`config.mk`:
```
export PLATFORM = sky130hd
export DESIGN_NAME = seq_sorter
export DESIGN_NICKNAME = d
export VERILOG_FILES = /design/src/rtl/seq_sorter.sv
export SDC_FILE = /design/constraint.sdc
export NUM_CORES = 1
export LEC_CHECK = 0
export BUFFER_PORTS_ARGS = -buffer_cell sky130_fd_sc_hd__buf_2
export CAP_MARGIN = 20
export CORE_MARGIN = 3
export CORE_UTILIZATION = 50
export CTS_BUF_LIST = sky130_fd_sc_hd__clkbuf_16
export CTS_CLUSTER_SIZE = 8
export DETAILED_ROUTE_END_ITERATION = 8
export PLACE_DENSITY = 0.76
export SLEW_MARGIN = 20
export SYNTH_ARGS = -nofsm -noshare
export SYNTH_HDL_FRONTEND = slang
export SYNTH_SLANG_ARGS = --single-unit
```
`constraint.sdc`:
```
create_clock -name clk -period 5.8 [get_ports clk]
set_input_delay 1.16 -clock clk [delete_from_list [all_inputs] [get_ports clk]]
set_output_delay 1.16 -clock clk [all_outputs]
set_load 0.05 [all_outputs]
```
`src/rtl/seq_sorter.sv`:
```
// Iterative odd-even transposition sorter: one phase per cycle, N phases per vector.
// Optional descending mode enabled by defining SEQ_SORTER_DESC_EN.
module seq_sorter #(
    parameter int unsigned N = 4,
    parameter int unsigned W = 4
) (
    input  logic           clk,
    input  logic           nrst,
    input  logic           in_valid,
    output logic           in_ready,
    input  logic [N*W-1:0] in_data,
    output logic           out_valid,
    input  logic           out_ready,
`ifdef SEQ_SORTER_DESC_EN
    input  logic           desc,
`endif
    output logic [N*W-1:0] out_data
);

    localparam int unsigned CW = $clog2(N) + 1;

    typedef enum logic [1:0] {IDLE, SORT, DONE} state_t;

    state_t        state;
    logic [CW-1:0] cnt;
    logic [W-1:0]  arr    [N];
    logic [W-1:0]  phased [N];
`ifdef SEQ_SORTER_DESC_EN
    logic          desc_q;
`endif

    // One compare-exchange phase; even cnt pairs (0,1),(2,3)..., odd cnt pairs (1,2),(3,4)...
    always_comb begin
        for (int k = 0; k < int'(N); k++) begin
            phased[k] = arr[k];
        end
        for (int j = 0; j < int'(N) - 1; j++) begin
            if (1'(j) == cnt[0]) begin
`ifdef SEQ_SORTER_DESC_EN
                if (desc_q ? (arr[j] < arr[j+1]) : (arr[j] > arr[j+1])) begin
`else
                if (arr[j] > arr[j+1]) begin
`endif
                    phased[j]   = arr[j+1];
                    phased[j+1] = arr[j];
                end
            end
        end
    end

    always_comb begin
        out_data = '0;
        for (int k = 0; k < int'(N); k++) begin
            out_data[W*k +: W] = arr[k];
        end
    end

    always_ff @(posedge clk) begin
        if (!nrst) begin
            state     <= IDLE;
            cnt       <= '0;
            in_ready  <= 1'b1;
            out_valid <= 1'b0;
            for (int k = 0; k < int'(N); k++) begin
                arr[k] <= '0;
            end
`ifdef SEQ_SORTER_DESC_EN
            desc_q    <= 1'b0;
`endif
        end else begin
            case (state)
                IDLE: begin
                    if (in_valid) begin
                        for (int k = 0; k < int'(N); k++) begin
                            arr[k] <= in_data[W*k +: W];
                        end
                        cnt      <= '0;
                        in_ready <= 1'b0;
                        state    <= SORT;
`ifdef SEQ_SORTER_DESC_EN
                        desc_q   <= desc;
`endif
                    end
                end
                SORT: begin
                    for (int k = 0; k < int'(N); k++) begin
                        arr[k] <= phased[k];
                    end
                    cnt <= cnt + CW'(1);
                    // Fixed N phases, independent of data
                    if (cnt == CW'(N - 1)) begin
                        state     <= DONE;
                        out_valid <= 1'b1;
                    end
                end
                DONE: begin
                    if (out_ready) begin
                        state     <= IDLE;
                        out_valid <= 1'b0;
                        in_ready  <= 1'b1;
                    end
                end
                default: begin
                    state     <= IDLE;
                    out_valid <= 1'b0;
                    in_ready  <= 1'b1;
                end
            endcase
        end
    end

endmodule

```
==> out/metrics.yaml <==
final_nets: 214
end_kind: "output port"
num_vias: 1224
die_width_um: 59.95
slowest_delay_ps: 480
ys_seq_area_frac: 0.4265
postCtsHoldBufs: 0
synth_top_area_frac: 0.3302
gp_congestion: 0.8014
synthArstFlopShare: 0
r2r_start: "arr[2][2]$_DFFE_PP_"
final_cells: 209
min_to: "cnt[2]$_SDFFE_PN0P_"
synth_cells: 142
slowest_stage: "edfxtp_1"
worstPathArrival_ps: 1050
min_from: "cnt[2]$_SDFFE_PN0P_"
drt_pass1_iterations: 4
boundaryPins: 38
rsz0062_at_grt: "no"
ys_top_cells_by_area: "edfxtp_1, ha_1, dfxtp_1, mux2i_1, a22o_1"
clock-sinks: 23
hold_class: "register to register"
synthToLayoutAreaGrowth_pct: 19.17
fin_tns_setup_ps: 0
required_ps: 4640
relSlewSlack: 0.6247
avgSynthCellArea_um2: 10.25
portBuffers: 37
cp_top_family: "flip-flops"
diodes: 0
root_buffer: "clkbuf_16"
r2r_slack_ps: 3690
max_slew.worst_pin.slew_ps: 563.0
mappedNetlistArea_um2: 1455
cp_max_fo: 5
synth_seq_cells: 23
post-route-period-util: 0.3803
fin_worst_skew_ps: 2.235
rows: 18
hpwl_um: 2533
max_cap_viol_count: 0
coreArea_um2: 2613
drt-total-wl_um: 3238
power.leakage_nw: 0.8009
grt_max_degree: 17
vdd_drop_max_uv: 293.9
fmax_mhz: 453.3
crit_type: "register to output port"
post-route-util: 0.6638
power.density_nw_per_um2: 349.2
ctsResizeCount: 0
dieArea_um2: 3593
yosys-top-cells-count: "edfxtp_1, inv_1, ha_1, nand2_1"
initial_core_util: 0.5570
wl_per_cell_um: 15.49
path_cells: "buf_2"
synth_edf_count: 16
clkTransAtPathRegs_ps: 60
yosysTopAreaCell: "edfxtp_1"
tritoncts: "built"
min_period_ps: 2206
whs_path_depth: 2
die_h_um: 59.95
path_buf_inv: 1
ys_dominant_reg_cell: "edfxtp_1"
synthDistinctLibCells: 30
drive_above_1_share: 0.2514
detail-route-antenna-nets: 0
setup_violations: 0
drtIter0Drc: 74
drv_slew: 0
yosys_warnings: 0
grtUsageTotal: 0.1908
status: "finished, final reports clean"
drc: 0
finalHoldViolCount: 0
worst-r2r-cell-count: 7
grt_pass1_wl_um: 5016
avgViaCountPerCell: 5.856
synth_fp_nets: 176
cts_htree_levels: 1
startpoint_type: "register"
grt.overflow.total: 0
antenna_found_initial: 0
clk_latency_ps: 260
cts_made_buffers: 3
grt_pass1_vias: 1115
r2r_end: "arr[1][1]$_SDFFCE_PP0P_"
post-cts-setup-buffers: 0
clk_path_buf_depth: 2
placed_cells: 205
stage by stage:
stage	hold slack, ps	cell area, um^2	worst slack (ps)	power (W)
after floorplan	441.0	1455	3526	0.0004034
after global placement	451.0	1653	3434	0.0004508
after detailed placement	470.1	1653	3393	0.0004577
after CTS	484.4	1734	3584	0.0006086
after global routing	511.5	1734	3535	0.0006359
final	479.9	1734	3594	0.0006056
state kept, by name (all words and copies together) (netlist names):
name,cells
in_ready,1
out_valid,1
state,2
arr,16
cnt,3
cell type report:
| cell class | instances | area (um^2) |
|---|---|---|
| clock buffers | 3 | 75.07 |
| clock inverters | 1 | 6.256 |
| fillers | 209 | 878.3 |
| inverters | 16 | 60.06 |
| multi-input cells | 99 | 749.5 |
| flip-flops and latches | 23 | 620.6 |
| well taps | 30 | 37.54 |
| repair buffers | 37 | 185.2 |
power by group:
| part | internal (W) | switching [W] | leakage, nW |
|---|---|---|---|
| Clock | 0.0000937 | 0.0000572 | 0.0414 |
| Sequential | 0.000200 | 0.0000234 | 0.236 |
| Combinational | 0.0000801 | 0.000151 | 0.524 |
cell families (layout without fill, tap and decap cells):
family	count (synthesis)	after routing	share of synthesized area
AO/OA/AOI/OAI	42	42	0.2296
adder cells (fa/ha/maj)	14	14	0.1204
buffers and inverters	20	57	0.05847
flip-flops	23	23	0.4265
AND/OR/NAND/NOR	35	35	0.1101
multiplexers	8	8	0.05503
routing by layer:
metal / up-vias / global-route usage / share of wire
li1: 604 / - / -
met1: 571 / 0.2439 / 0.45
met2: 42 / 0.3040 / 0.47
met3: 7 / 0.04752 / 0.069
met4: 0 / 0.08228 / 0.017
met5: - / 0 / 0
worst max-delay path by stage:
stage	from	endpoint	slack (ps)	cells past startpoint
4_1_cts	arr[2][3]$_DFFE_PP_	out_data[11]	3580	1
6_report	arr[2][2]$_DFFE_PP_	out_data[10]	3590	1
3_3_place_gp	nrst	arr[3][1]$_DFFE_PP_	3430	4
3_5_place_dp	nrst	arr[3][3]$_DFFE_PP_	3390	4
5_1_grt	nrst	arr[0][0]$_DFFE_PP_	3540	5
2_1_floorplan	arr[2][2]$_DFFE_PP_	arr[1][0]$_SDFFCE_PP0P_	3530	8
cells in the final DEF (no fill, tap or decap), types with 2 or more instances in the layout:
master,n
ha_1,14
edfxtp_1,16
o21a_1,2
dfxtp_1,7
buf_2,37
and2_1,2
nor2b_1,7
a22o_1,9
clkbuf_16,3
a21oi_2,2
mux2i_1,8
a32oi_1,4
nand2_1,14
o31ai_1,4
a21oi_1,4
inv_1,16
o21ai_0,6
a2bb2oi_1,4
nor2_1,9
Power figures use the tool's default switching activity.
